<file path="src/rtl/bcd_serial_counter_ctrl.sv">
// ---------------------------------------------------------------------------
// bcd_serial_counter_ctrl
//
// Multi-digit BCD up-counter that shares one external single-digit BCD
// incrementor across NDIG digits. An increment walks the digits from least
// to most significant, one digit per clock, and stops as soon as the carry
// dies. One further request can wait in a single pending slot. A request that
// arrives while that slot is already full is dropped and raises a sticky miss
// flag.
//
// Parameters
//   NDIG  number of BCD digits held (>= 2); the count is 4*NDIG bits wide
//   IDXW  digit index width, >= clog2(NDIG)
//
// Ports
//   clk        in   rising-edge system clock
//   reset      in   asynchronous active-high reset
//   clr        in   synchronous clear of count, flags and pending request;
//                   takes priority over inc_req
//   inc_req    in   increment request, level-sampled on every clock edge
//   busy       out  controller is walking digits or signalling completion
//   done       out  one-cycle pulse: the increment is complete and the count
//                   has been updated
//   ovf        out  valid together with done: the count wrapped from all
//                   nines to zero
//   miss       out  sticky: a request was dropped because the pending slot
//                   was full
//   bcd_count  out  current count; digit 0 is in [3:0]
//   dig_out    out  digit presented to the shared incrementor
//   dig_inc    out  incrementor enable; high only while walking
//   dig_res    in   incrementor result (combinational, same cycle)
//   dig_carry  in   incrementor carry (combinational, same cycle)
// ---------------------------------------------------------------------------
module bcd_serial_counter_ctrl #(
  parameter int NDIG = 4,
  parameter int IDXW = 2
) (
  input  logic              clk,
  input  logic              reset,
  input  logic              clr,
  input  logic              inc_req,
  output logic              busy,
  output logic              done,
  output logic              ovf,
  output logic              miss,
  output logic [4*NDIG-1:0] bcd_count,
  output logic [3:0]        dig_out,
  output logic              dig_inc,
  input  logic [3:0]        dig_res,
  input  logic              dig_carry
);

  typedef enum logic [1:0] {
    IDLE = 2'd0,
    WALK = 2'd1,
    DONE = 2'd2
  } state_t;

  localparam logic [IDXW-1:0] LAST_IDX = IDXW'(NDIG - 1);

  state_t            state_q, state_d;
  logic [IDXW-1:0]   idx_q,   idx_d;
  logic [4*NDIG-1:0] count_q, count_d;
  logic              pend_q,  pend_d;
  logic              miss_q,  miss_d;
  logic              ovf_q,   ovf_d;

  // Digit currently addressed by the walk index.
  logic [3:0] cur_digit;
  assign cur_digit = count_q[{idx_q, 2'b00} +: 4];

  // -------------------------------------------------------------------------
  // State register and datapath registers
  // -------------------------------------------------------------------------
  always_ff @(posedge clk or posedge reset) begin
    if (reset) begin
      state_q <= IDLE;
      idx_q   <= '0;
      count_q <= '0;
      pend_q  <= 1'b0;
      miss_q  <= 1'b0;
      ovf_q   <= 1'b0;
    end else begin
      state_q <= state_d;
      idx_q   <= idx_d;
      count_q <= count_d;
      pend_q  <= pend_d;
      miss_q  <= miss_d;
      ovf_q   <= ovf_d;
    end
  end

  // -------------------------------------------------------------------------
  // Next-state logic
  // -------------------------------------------------------------------------
  always_comb begin
    state_d = state_q;
    unique case (state_q)
      IDLE: if (pend_q || inc_req) state_d = WALK;
      WALK: if (!dig_carry || (idx_q == LAST_IDX)) state_d = DONE;
      DONE: state_d = IDLE;
      default: state_d = IDLE;
    endcase
    if (clr) state_d = IDLE;
  end

  // -------------------------------------------------------------------------
  // Datapath next-value logic: walk index, count digits, pending slot,
  // miss and overflow flags
  // -------------------------------------------------------------------------
  always_comb begin
    idx_d   = idx_q;
    count_d = count_q;
    pend_d  = pend_q;
    miss_d  = miss_q;
    ovf_d   = ovf_q;

    unique case (state_q)
      IDLE: begin
        if (pend_q || inc_req) begin
          idx_d = '0;
          // The pending request is served first. An inc_req arriving in the
          // same cycle takes its place in the slot. Without a pending request,
          // inc_req starts the walk directly and the slot stays empty.
          pend_d = pend_q ? inc_req : 1'b0;
        end
      end
      WALK: begin
        count_d[{idx_q, 2'b00} +: 4] = dig_res;
        if (!dig_carry) begin
          ovf_d = 1'b0;
        end else if (idx_q != LAST_IDX) begin
          idx_d = idx_q + IDXW'(1);
        end else begin
          // The carry ran out of the top digit, so every digit is now zero.
          ovf_d = 1'b1;
        end
      end
      default: ;
    endcase

    // While busy, a new request fills the empty slot or is dropped.
    if ((state_q != IDLE) && inc_req) begin
      if (!pend_q) pend_d = 1'b1;
      else         miss_d = 1'b1;
    end

    // Clear zeroes the count, which discards a partially walked update.
    if (clr) begin
      idx_d   = '0;
      count_d = '0;
      pend_d  = 1'b0;
      miss_d  = 1'b0;
      ovf_d   = 1'b0;
    end
  end

  // -------------------------------------------------------------------------
  // Moore outputs
  // -------------------------------------------------------------------------
  always_comb begin
    busy      = (state_q != IDLE);
    done      = (state_q == DONE);
    dig_inc   = (state_q == WALK);
    ovf       = ovf_q && (state_q == DONE);
    miss      = miss_q;
    bcd_count = count_q;
    dig_out   = cur_digit;
  end

endmodule

</file>
<file path="config.mk">
export PLATFORM = sky130hd
export DESIGN_NAME = bcd_serial_counter_ctrl
export DESIGN_NICKNAME = d
export VERILOG_FILES = /design/src/rtl/bcd_serial_counter_ctrl.sv
export SDC_FILE = /design/constraint.sdc
export NUM_CORES = 1
export LEC_CHECK = 0
export ABC_AREA = 1
export BUFFER_PORTS_ARGS = -buffer_cell sky130_fd_sc_hd__buf_2
export CAP_MARGIN = 20
export CORE_ASPECT_RATIO = 0.75
export CORE_MARGIN = 2
export CORE_UTILIZATION = 54
export CTS_BUF_LIST = sky130_fd_sc_hd__clkbuf_4 sky130_fd_sc_hd__clkbuf_8
export CTS_CLUSTER_SIZE = 16
export DETAILED_ROUTE_END_ITERATION = 10
export PLACE_DENSITY = 0.81
export SLEW_MARGIN = 20
export SYNTH_ARGS = -nofsm -noshare
export SYNTH_HDL_FRONTEND = slang
export SYNTH_SLANG_ARGS = --single-unit
</file>
<file path="constraint.sdc">
create_clock -name clk -period 1.78 [get_ports clk]
set_input_delay 0.178 -clock clk [delete_from_list [all_inputs] [get_ports clk]]
set_output_delay 0.178 -clock clk [all_outputs]
set_load 0.02 [all_outputs]
</file>
==> run metrics <==
outcome complete, no violations; Max clock buf depth 2; Final Cell Area 1520 sq um; Peak VDD IR 0.559 mV; setup slack at placement approximately 200 ps; max_cap viols 0; FFs w/ async S/R, synth 1.00; number of nets in the layout 212; gr usage total 0.256; global-route wire length before repair 5110 um; critical path's top delay family simple AND/OR/NAND/NOR gates; synthesized instance count 160; post-synthesis mux area share 0; detailed-route wire length per cell 13.7 um; Final WS setup roughly 190 ps; Post-synth EDFFs 0; top-count cell post-synth nand2_1; RSZ-0062 raised after global routing no; clk_lat worst skew 310 ps; Fmax 0.630 GHz; Setup Buffers After CTS 0; vias in the first global route about 1.1k; largest stage delay on the critical path 440 ps; fin crit share 0.892; crit path cell chain inv_1, ha_1, nand2_1, nor2_1, nand4_1, nand2_1; grt total ovfl 0; count of final hold-check violations 0; routed vias/inst approximately 5.4; routability cong. 0.860; synth cell count leaders 35 x nand2_1, 23 x dfrtp_1, 20 x nor2_1, 15 x o21ai_0; main flop type after synthesis dfrtp_1; 1st-pass router iterations 5; die area between 2000 and 3000 sq um; setup TNS 0 ps; Warnings, synthesis 0; cell taking the most area after synthesis dfrtp_1; core area about 2300 sq um; Final Critical Period 1590 ps; Clock Sinks 23; clk root buf clkbuf_4; Cell Pwr Density around 770 nW/um^2; H-tree levels 1; Post-Synth Adder-Cell Area 0.0490; Starting Density 0.562; Syn Std Cell Area 1280 sq um; CP endpoint kind register; Slowest cell on crit path dfrtp_2; max-slew violations 0; number of synthesized register bits 23; WL final 3170 um; HPWL after DPL 2500 um; share of cells above drive strength 1 0.264; Yosys cell types 25; Max Clock Skew 1.36 ps; static leakage 0.845 nW; Area Growth Syn to Fin 19.4%; Avg Cell Area, Syn 7.98 sq um; Detail Route Antenna Nets 0; Yosys top cell area share 0.451; sequential area share after synthesis 0.451; Hold/Removal Path Class in -> reg; Final setup viols 0; antenna cell count 0; area of placed instances 1480 sq um; largest net degree at the start of global routing 24; Post-route DRC 0; synth top area cells dfrtp_1 45%, nand2_1 10%, nor2_1 5.9%; 1st-iter DRT viols 65; Compound-Gate Fraction of Synth Area 0.121; CP required 2030 ps; Crit Path Class reg -> reg; initial antenna violation count 0; CTS tree done; CTS clk-pin slew, worst paths 120 ps; critical-path maximum fanout 8; Syn Nets between 150 and 200; worst path bufs/invs 1; CTS Buf Count 3; main combinational cell family by area after synthesis simple AND/OR/NAND/NOR gates; Fillers roughly 200; Slew headroom 0.784; Std-Cell Rows 15; DIE HEIGHT 46.1 um; Die X-Extent roughly 60 um; Vias 1240; post-layout util 0.671; Top Ports 34; WP data arrival 1840 ps; Post-Synth Simple-Gate Area 0.310; Worst-Margin Slew roughly 320 ps; crit start category register; Port Buffers 33; Synth Area in XOR/XNOR 0; most used cell, CP nand2_1
## state kept, by name, summed over array words and instances (netlist names)
register   count
ovf_q          1
miss           1
pend_q         1
idx_q          2
state_q        2
bcd_count     16
## power breakdown
group	internal, mW	leakage, nW	switching [mW]
clock network	0.103	0.0184	0.150
registers	0.545	0.316	0.0250
logic	0.111	0.511	0.244
## tightest hold or removal path, stage by stage
cell	delay, ps
buf_2	110
inv_1	40
o21ai_0	70
## metal layers
| layer | vias up | wire, um | track usage |
|---|---|---|---|
| li1 | 601 | - | - |
| met1 | 580 | 1470 | 0.372 |
| met2 | 51 | 1410 | 0.374 |
| met3 | 8 | 252 | 0.0730 |
| met4 | 0 | 40 | 0.0711 |
| met5 | - | 0 | 0 |
## per-stage QoR
step | power (mW) | hold slack [ps] | cells
final | 1.18 | 127 | 231
after global routing | 1.25 | 122 | 231
after floorplan | 0.821 | 180 | 160
after detailed placement | 0.928 | 229 | 226
after global placement | 0.922 | 226 | 226
after CTS | 1.18 | 109 | 231
## kinds of logic after synthesis
kind of cell             after synthesis
flip-flops                            23
AND/OR/NAND/NOR                       84
AO/OA/AOI/OAI                         27
buffers and inverters                 21
adder cells (fa/ha/maj)                5
## cell type report
type | count | area, sq um | share of cell area
clock buffers | 4 | 30.0 | 0.0197
inverters | 18 | 67.6 | 0.0443
multi-input cells | 116 | 617 | 0.405
flip-flops and latches | 23 | 577 | 0.378
well taps | 34 | 42.5 | 0.0279
repair buffers | 36 | 190 | 0.125
## placed cells by master, fill, tap and decap left out, drive strengths merged
master,Yosys,final
nand2,37,37
buf,3,35
dfrtp,23,23
nor2,21,21
inv,18,18
o21ai,17,17
nand3,15,15
nand3b,5,5
ha,5,5
o22ai,4,4
clkbuf,0,4
nand4,3,3
nor3,3,3
a21oi,3,3
a31oi,1,1
a211oi,1,1
o21a,1,1
dlygate4sd3,0,1
## final timing paths
| path | startpoint | cells after the start | to | slack (ps) |
|---|---|---|---|---|
| max | idx_q[1]$_DFFE_PP0P_ | 6 | idx_q[1]$_DFFE_PP0P_ | 190 |
| max in group asynchronous | reset | 4 | idx_q[1]$_DFFE_PP0P_ | 1100 |
| min | dig_res[1] | 3 | bcd_count[1]$_DFFE_PP0P_ | 130 |
| min reg2reg | miss$_DFFE_PP0P_ | 2 | miss$_DFFE_PP0P_ | 520 |
| max reg2reg | idx_q[1]$_DFFE_PP0P_ | 6 | idx_q[1]$_DFFE_PP0P_ | 190 |
| min in group asynchronous | reset | 4 | bcd_count[12]$_DFFE_PP0P_ | 430 |
## timing repair
action	4_1_cts	5_1_grt
gates resized for setup	0	2
hold endpoints to repair	23	0
hold buffers	1	0
endpoints found under the setup margin	0	1
No activity file was read; power rests on OpenSTA's default activity.
